## src/rtl/arm_pkg.sv

```systemverilog
// Shared types for the ARM pipeline hazard unit: scoreboard entries,
// the E-stage operand select encoding and the forwarding priority rule.
package arm_pkg;

  localparam int unsigned ARM_REG_ADDR_W     = 4;
  localparam int unsigned ARM_PC_REG         = 15;
  // Scoreboard register fields are held at this width; narrower indices are zero-extended.
  localparam int unsigned ARM_MAX_REG_ADDR_W = 8;

  typedef logic [ARM_MAX_REG_ADDR_W-1:0] reg_idx_t;

  typedef struct packed {
    logic     valid;
    reg_idx_t ra1;
    reg_idx_t ra2;
    logic     use1;
    logic     use2;
    reg_idx_t wa;
    logic     regwrite;
    logic     memtoreg;
    logic     pcwrite;
  } hazard_entry_t;

  typedef struct packed {
    logic     valid;
    reg_idx_t wa;
    logic     regwrite;
    logic     memtoreg;
    logic     pcwrite;
  } stage_entry_t;

  typedef enum logic [1:0] {
    FWD_RF = 2'b00,
    FWD_W  = 2'b01,
    FWD_M  = 2'b10
  } fwd_sel_t;

  // M is younger than W, so it wins when both hold the requested register.
  function automatic fwd_sel_t fwd_select(input stage_entry_t m, input stage_entry_t w,
                                          input reg_idx_t ra);
    fwd_sel_t sel;
    sel = FWD_RF;
    if (m.valid && m.regwrite && !m.memtoreg && (m.wa == ra)) begin
      sel = FWD_M;
    end else if (w.valid && w.regwrite && (w.wa == ra)) begin
      sel = FWD_W;
    end
    return sel;
  endfunction

endpackage

```

## src/rtl/arm_hazard_unit_sat_counter.sv

```systemverilog
// Event counter that sticks at all-ones; synchronous clear beats increment.
module sat_counter #(
  parameter int unsigned CNT_W = 16
) (
  input  logic             clk_i,
  input  logic             rst_ni,
  input  logic             inc_i,
  input  logic             clr_i,
  output logic [CNT_W-1:0] cnt_o
);

  logic [CNT_W-1:0] cnt_q;
  logic [CNT_W-1:0] cnt_d;

  always_comb begin
    cnt_d = cnt_q;
    if (clr_i) begin
      cnt_d = '0;
    end else if (inc_i && (cnt_q != '1)) begin
      cnt_d = cnt_q + CNT_W'(1);
    end
  end

  always_ff @(posedge clk_i or negedge rst_ni) begin
    if (!rst_ni) begin
      cnt_q <= '0;
    end else begin
      cnt_q <= cnt_d;
    end
  end

  assign cnt_o = cnt_q;

endmodule

```

## src/rtl/arm_hazard_unit.sv

```systemverilog
// Hazard, forwarding and stall/flush control for the 5-stage ARM pipeline.
// Tracks E/M/W in a private scoreboard and counts stall and flush cycles.
module arm_hazard_unit
  import arm_pkg::*;
#(
  parameter int unsigned REG_ADDR_W = ARM_REG_ADDR_W,
  parameter int unsigned PC_REG     = ARM_PC_REG,
  parameter int unsigned CNT_W      = 16
) (
  input  logic                  clk,
  input  logic                  reset,
  input  logic                  d_valid,
  input  logic [REG_ADDR_W-1:0] d_ra1,
  input  logic [REG_ADDR_W-1:0] d_ra2,
  input  logic                  d_use1,
  input  logic                  d_use2,
  input  logic [REG_ADDR_W-1:0] d_wa,
  input  logic                  d_regwrite,
  input  logic                  d_memtoreg,
  input  logic                  d_pcwrite,
  input  logic                  e_cond_ok,
  input  logic                  e_branch_taken,
  input  logic                  cnt_clr,
  output logic [1:0]            fwd_ae,
  output logic [1:0]            fwd_be,
  output logic                  stall_f,
  output logic                  stall_d,
  output logic                  flush_d,
  output logic                  flush_e,
  output logic [CNT_W-1:0]      stall_cnt,
  output logic [CNT_W-1:0]      flush_cnt
);

  localparam reg_idx_t PcIdx = reg_idx_t'(PC_REG);

  hazard_entry_t e_q, e_d;
  stage_entry_t  m_q, m_d;
  stage_entry_t  w_q, w_d;

  reg_idx_t d_ra1_w, d_ra2_w, d_wa_w;
  logic     ldrstall, pcwp, w_pcsrc, stall_ev;
  fwd_sel_t fwd_a, fwd_b;
  logic     unused_w_memtoreg;

  assign d_ra1_w = reg_idx_t'(d_ra1);
  assign d_ra2_w = reg_idx_t'(d_ra2);
  assign d_wa_w  = reg_idx_t'(d_wa);

  // A taken branch squashes the dependent instruction anyway, so it suppresses the load-use stall.
  assign ldrstall = e_q.valid & e_q.memtoreg & e_q.regwrite & d_valid
                  & ((d_use1 & (d_ra1_w == e_q.wa)) | (d_use2 & (d_ra2_w == e_q.wa)))
                  & ~e_branch_taken;
  assign pcwp     = (d_valid & d_pcwrite) | (e_q.valid & e_q.pcwrite) | (m_q.valid & m_q.pcwrite);
  assign w_pcsrc  = w_q.valid & w_q.pcwrite;

  assign stall_f  = ldrstall | pcwp;
  assign stall_d  = ldrstall;
  assign flush_d  = pcwp | w_pcsrc | e_branch_taken;
  assign flush_e  = ldrstall | e_branch_taken;
  assign stall_ev = ldrstall | pcwp;

  always_comb begin
    fwd_a = FWD_RF;
    fwd_b = FWD_RF;
    if (e_q.use1 && (e_q.ra1 != PcIdx)) begin
      fwd_a = fwd_select(m_q, w_q, e_q.ra1);
    end
    if (e_q.use2 && (e_q.ra2 != PcIdx)) begin
      fwd_b = fwd_select(m_q, w_q, e_q.ra2);
    end
  end

  assign fwd_ae = fwd_a;
  assign fwd_be = fwd_b;

  always_comb begin
    w_d          = m_q;
    m_d.valid    = e_q.valid;
    m_d.wa       = e_q.wa;
    m_d.regwrite = e_q.regwrite & e_cond_ok;
    m_d.memtoreg = e_q.memtoreg;
    m_d.pcwrite  = e_q.pcwrite & e_cond_ok;
    e_d          = '0;
    if (!flush_e) begin
      e_d.valid    = d_valid;
      e_d.ra1      = d_ra1_w;
      e_d.ra2      = d_ra2_w;
      e_d.use1     = d_use1;
      e_d.use2     = d_use2;
      e_d.wa       = d_wa_w;
      e_d.regwrite = d_regwrite;
      e_d.memtoreg = d_memtoreg;
      e_d.pcwrite  = d_pcwrite;
    end
  end

  always_ff @(posedge clk or negedge reset) begin
    if (!reset) begin
      e_q <= '0;
      m_q <= '0;
      w_q <= '0;
    end else begin
      e_q <= e_d;
      m_q <= m_d;
      w_q <= w_d;
    end
  end

  assign unused_w_memtoreg = w_q.memtoreg;

  sat_counter #(.CNT_W(CNT_W)) u_stall_cnt (
    .clk_i  (clk),
    .rst_ni (reset),
    .inc_i  (stall_ev),
    .clr_i  (cnt_clr),
    .cnt_o  (stall_cnt)
  );

  sat_counter #(.CNT_W(CNT_W)) u_flush_cnt (
    .clk_i  (clk),
    .rst_ni (reset),
    .inc_i  (e_branch_taken),
    .clr_i  (cnt_clr),
    .cnt_o  (flush_cnt)
  );

endmodule

```

## config.mk

```make
export PLATFORM = sky130hd
export DESIGN_NAME = arm_hazard_unit
export DESIGN_NICKNAME = d
export VERILOG_FILES = /design/src/rtl/arm_pkg.sv /design/src/rtl/arm_hazard_unit_sat_counter.sv /design/src/rtl/arm_hazard_unit.sv
export SDC_FILE = /design/constraint.sdc
export NUM_CORES = 1
export LEC_CHECK = 0
export CORE_ASPECT_RATIO = 0.8
export CORE_UTILIZATION = 40
export CTS_CLUSTER_DIAMETER = 80
export DETAILED_ROUTE_END_ITERATION = 10
export PLACE_DENSITY_LB_ADDON = 0.25
export SYNTH_ARGS = -nofsm -noshare
export SYNTH_HDL_FRONTEND = slang
export SYNTH_SLANG_ARGS = --single-unit
```

## constraint.sdc

```tcl
create_clock -name clk -period 1.85 [get_ports clk]
set_input_delay 0.2775 -clock clk [delete_from_list [all_inputs] [get_ports clk]]
set_output_delay 0.2775 -clock clk [all_outputs]
set_load 0.02 [all_outputs]
```

# Word level (Yosys, flattened, before mapping)
# Index checks and enable logic that the tools add are counted.
# word_totals
register_bits	85
in_bits	23
out_inout_bits	40
elab_cells	78
# op_classes
add_sub_neg	2
n_eq_ne	10
mux	11
n_bitwise	21
reduce_logical	14
# op_table
cell	count
$mux 16	4
$add 16x1->16 const B	2
$eq 8x8->1	4
$ne 16x16->1 const B	2
$mux 30	1
$eq 4x8->1	2
$ne 8x4->1 const B	2
$and 1x1->1	13
$logic_and 1x1->1	11
$mux 2	4
$or 1x1->1	7
$reduce_bool 2->1	2
$mux 1	2
$logic_not 1->1	1
$not 1->1	1

# Longest topological paths before layout
# depth
word_depth	9
ltp_mapped	7
mapped_depth_nobuf	7

# By module
# A second synthesis with hierarchy kept.
# hier_totals
hier_cells	304
hier_area_um2	3234.4
# modules_own_cells
module	instances	cells_per_inst	area_each_um2	seq_area_each_um2
sat_counter	2	98	942.2	400.4
arm_hazard_unit	1	108	1350.0	825.8

# Least setup slack after synthesis
# No wires, ideal clock.
# synth_path
kind	register to register
startpoint	register u_flush_cnt.cnt_q[0], in the netlist u_flush_cnt.cnt_o[0]
endpoint	register u_flush_cnt.cnt_q[9], in the netlist u_flush_cnt.cnt_o[9]
setup_ps	132
arrival_ps	1791
t_required_ps	1718
slack_ps	-73
path_stages_with_launch	8
path_buffers	0
synth_period_minus_slack_ps	1923
path_cell_list	dfrtp_1 > ha_1 > and2_1 > and3_1 > a311oi_2 > nand3_1 > xor2_1 > nor2_1
# synth_between
elab_chain_len	3
word_cells_on_any_way	6
classes_between	add/sub: 1; eq/ne: 1; mux: 2; reduce/logical: 2
# synth_lines
item	line	rtl
from (decl)	arm_hazard_unit_sat_counter.sv:12	logic [CNT_W-1:0] cnt_q;
from (signal assigned)	arm_hazard_unit_sat_counter.sv:28	cnt_q <= cnt_d;
$add 16x1->16 or $ne 16x16->1 (tied branches)	arm_hazard_unit_sat_counter.sv:20, arm_hazard_unit_sat_counter.sv:19	
$mux 16 or $logic_and 1x1->1 (tied branches)	arm_hazard_unit_sat_counter.sv:19	end else if (inc_i && (cnt_q != '1)) begin
$mux 16 or $reduce_bool 2->1 (tied branches)	--	
# Several ways; a longest one is shown, not always the timed one. The select of a mux whose other input is x is not followed.
# A chain may end at the register's enable or synchronous reset.

# Worst setup path in the final report
# layout_path
startpoint	input port d_ra2[1]
endpoint	register u_stall_cnt.cnt_q[4], in the netlist u_stall_cnt.cnt_o[4]
# layout_between
elab_chain_len	8
# layout_lines
item	line	rtl
from (decl)	arm_hazard_unit.sv:14	input logic [REG_ADDR_W-1:0] d_ra2,
$eq 4x8->1	arm_hazard_unit.sv:51	& ((d_use1 & (d_ra1_w == e_q.wa)) | (d_use2 & (d_ra2_w == e_q.wa)))
$and 1x1->1	arm_hazard_unit.sv:51	
$or 1x1->1	arm_hazard_unit.sv:51	
$and 1x1->1	arm_hazard_unit.sv:51	
$and 1x1->1	arm_hazard_unit.sv:52	& ~e_branch_taken;
$or 1x1->1	arm_hazard_unit.sv:60	assign stall_ev = ldrstall | pcwp;
$logic_and 1x1->1	arm_hazard_unit_sat_counter.sv:19	
$reduce_bool 2->1 (no line)	--	
to (signal assigned)	arm_hazard_unit_sat_counter.sv:28	
to (decl)	arm_hazard_unit_sat_counter.sv:12	
# Every way passes these cells.

==> key figures <==
Run status
  • Run status: complete, but fails checks
  • Failing checks: negative setup slack

Critical path
  • Arrival time of the worst setup path: 2.14 ns
  • Worst-path fanout max: 5
  • Cell Chain, Critical Path: clkdlybuf4s50_1, xnor2_2, nand4_1, o22a_2, buf_6, a21oi_4, nand4_1, mux2_4
  • Setup crit start kind: primary input
  • Top cell family by delay on the critical path: buffers and inverters
  • Slowest cell on crit path: clkdlybuf4s50_1
  • Kind of critical path: primary input to flop
  • Library cell appearing most often on the critical path: nand4_1
  • Number of buffers and inverters on the critical path: 2
  • Capturing element type of the critical path: flop
  • Endpoint required time on the critical path: 2.08 ns
  • Slowest Stage Delay on Critical Path: 0.53 ns

Routing
  • DRC Markers: 0
  • 1st-iter DRT viols: 97
  • Total wire length: 6940 um
  • Mean routed wirelength per cell: 13.5 um
  • Router iterations before antenna repair: 4
  • Average via count per standard cell: 4.87
  • Post-detailed-route count of antenna-violating nets: 0
  • Total via count after detailed routing: 2501

Placed design
  • Final weighted congestion of routability-driven global placement: 0.846
  • Count of buffers inserted at the top-level ports: 62
  • Worst setup slack before clock tree synthesis: -0.537 ns
  • Half-perimeter wire length of the detailed placement result: 4860 um
  • Dpl cell area: 0.00409 mm^2

Global routing
  • Pin count of the biggest net entering global routing: 66
  • Overflow left after global routing: 0
  • Global-route wire length before repair: 11200 um
  • Antenna violations before repair: 0
  • Global-route total usage across every layer: 18.6%
  • Vias in the first global route: 2316

Hold path
  • Type of the tightest min-delay check: flop to flop

Timing
  • Worst relative slew slack: 63.5%
  • Final number of setup-violating endpoints: 7
  • Final-report hold violation count: 0
  • Setup repair after global routing missed its margin: true
  • Setup slack of the critical path after layout: -0.0550 ns
  • Total Negative Setup Slacks: -0.181 ns
  • Highest clock rate: 525 MHz
  • Final clock period utilization by the worst path: 103%
  • Time the final worst path needs with I/O delays and setup: 1.90 ns
  • Slew at the pin closest to its max-slew limit: 0.546 ns
  • Worst Skew: 0.0110 ns
  • Count of final max-slew check failures: 0

Cells and area
  • Fill cell instance count of the final layout: 650
  • Fraction of final layout cells sized beyond drive strength 1: 26.7%
  • Ant. Diodes: 0
  • Fin nets: 429
  • Area growth from synthesis to final layout: 46.5%
  • Layout Cell Area excl Fill: 0.00451 mm^2

Clock network
  • Root Buffer: clkbuf_8
  • Htree depth: 3
  • Clock tree from TritonCTS: built
  • Total clock sinks: 65
  • Clock latency of the later-clocked register in the worst-skew pair: 0.34 ns
  • CTS Buf Count: 9
  • CTS clock-pin slew for the worst setup and hold paths: 0.07 ns
  • Maximum number of buffers from clock root to sink: 2

Floorplan
  • Die height: 80.5 um
  • DIE AREA: 0.00805 mm^2
  • I/O pin cnt: 63
  • Width of the die: 100 um
  • Cell Rows: 28
  • Total core area: 0.00743 mm^2
  • Starting utilization of the core area: 41.4%

Synth
  • Number of distinct library cells after synthesis: 39
  • Combined area of all synthesized cells: 0.00308 mm^2
  • Syn. warnings: 0
  • FF+latch count, synth: 65
  • Sequential share of the synthesized area: 52.8%
  • Avg Cell Area, Syn: 10.6 um^2
  • Number of nets in the synthesized netlist: 316
  • Post-synthesis cell count: 291

Run
  • Max capacitance violation total: 0

Power
  • Peak VDD IR: 0.000496 V
  • Total power density per cell area: 656 mW/mm^2
  • Static Leakage: 0.00196 uW
[power breakdown]
group	switching (uW)	leakage, uW	internal (uW)
Clock	520	0.0000932	554
Sequential	44.5	0.000865	1470
Combinational	171	0.00100	203
Total	736	0.00196	2220
[cells in the final DEF (no fill, tap or decap), drive strengths merged, types with 8 or more instances in the layout]
| master | instances |
|---|---|
| dfrtp | 65 |
| buf | 57 |
| clkdlybuf4s50 | 52 |
| nor2 | 29 |
| xnor2 | 29 |
| nand3 | 25 |
| and2 | 24 |
| nand2 | 17 |
| xor2 | 15 |
| clkbuf | 13 |
| a21oi | 13 |
| nand4 | 11 |
| and3 | 8 |
[registers in the layout (all words and copies together) (netlist names)]
name,flops
u_flush_cnt.cnt_o,16
u_stall_cnt.cnt_o,16
w_q,7
m_q,8
e_q,18
[per-layer routing]
layer / vias up / global-route usage (%) / part of all wire (%)
met3: 9 / 6.09 / 4.3
li1: 1241 / - / -
met5: - / 0 / 0
met2: 51 / 27.0 / 43
met4: 0 / 5.80 / 1.1
met1: 1200 / 26.2 / 52
[cells by family after synthesis]
group	Yosys count	synth area share [%]
and+or+nand+nor	134	23.1
DFF	65	52.8
xor gates and xnor gates	44	12.5
AOI/OAI and AO/OA	27	6.46
buffers and inverters	14	2.44
muxes	5	1.79
adders and majority gates	2	0.813
[stage by stage]
stage	hold WS, ns	cells	util, %	total power (uW)
after floorplan	-0.0181	291	-	1670
after global placement	0.321	489	55.0	1850
after detailed placement	0.326	489	55.0	1860
after CTS	0.378	510	58.7	2960
after global routing	0.392	514	60.7	3090
final	0.376	514	60.7	2960
[Yosys cell counts, drive strengths merged]
cell | n | area share, %
and4b | 1 | 0.33
nor4 | 3 | 0.61
a41oi | 1 | 0.28
o21ai | 1 | 0.16
nor2 | 29 | 3.5
a31oi | 1 | 0.20
clkbuf | 6 | 0.73
nand3b | 1 | 0.24
dfrtp | 65 | 53
buf | 3 | 1.1
xnor2 | 29 | 8.3
a21oi | 13 | 2.6
xor2 | 15 | 4.3
o22a | 1 | 0.28
and3 | 8 | 1.6
ha | 2 | 0.81
and2 | 24 | 4.9
mux2i | 1 | 0.33
nand2b | 1 | 0.20
mux2 | 4 | 1.5
nand2 | 17 | 2.1
o22ai | 1 | 0.20
a311oi | 3 | 1.1
inv | 5 | 0.61
and4 | 7 | 2.0
nor3 | 3 | 0.49
a211oi | 1 | 0.24
a222oi | 1 | 0.33
a21o | 2 | 0.57
a21boi | 1 | 0.24
nor2b | 4 | 0.81
nand4 | 11 | 2.2
a31o | 1 | 0.28
nand3 | 25 | 4.1
[worst register-to-register path: cells and delay by family (launching register included)]
kind	cells	cell delay [ns]
AND/OR/NAND/NOR	3	0.50
buffers and inverters	1	0.15
multiplexers	1	0.32
AO/OA/AOI/OAI	2	0.47
flip-flops	1	0.36
[area by class of cell]
class                      instances  area [um^2]  share of cell area (%)
timing repair buffer             111         1010                    22.4
multi-input combinational        212         1540                    34.2
tap                              105          131                    2.91
sequential                        65         1630                    36.2
inverter                           5         18.8                   0.416
clock buffer                      13          159                    3.52
clock inverter                     3         15.0                   0.333
[worst paths after layout]
kind / from / endpoint / slack [ns] / depth (start not counted)
setup / recovery: d_ra2[1] / u_stall_cnt.cnt_o[4] / -0.05 / 8
setup reg to reg: e_q[29] / u_stall_cnt.cnt_o[4] / -0.05 / 7
min in group asynchronous: reset / e_q[3] / 0.48 / 3
hold reg to reg: e_q[1] / m_q[1] / 0.38 / 0
max in group asynchronous: reset / u_flush_cnt.cnt_o[0] / 1.07 / 3
hold / removal: e_q[1] / m_q[1] / 0.38 / 0
[what timing repair did]
item                                   CTS  global route
pin swaps                               16            15
endpoints found under the hold margin   65             0
setup endpoints to repair               18            21
hold buffers                             1             0
setup buffers                            4             4
resized for setup                       59            24
Power figures use the tool's default switching activity.
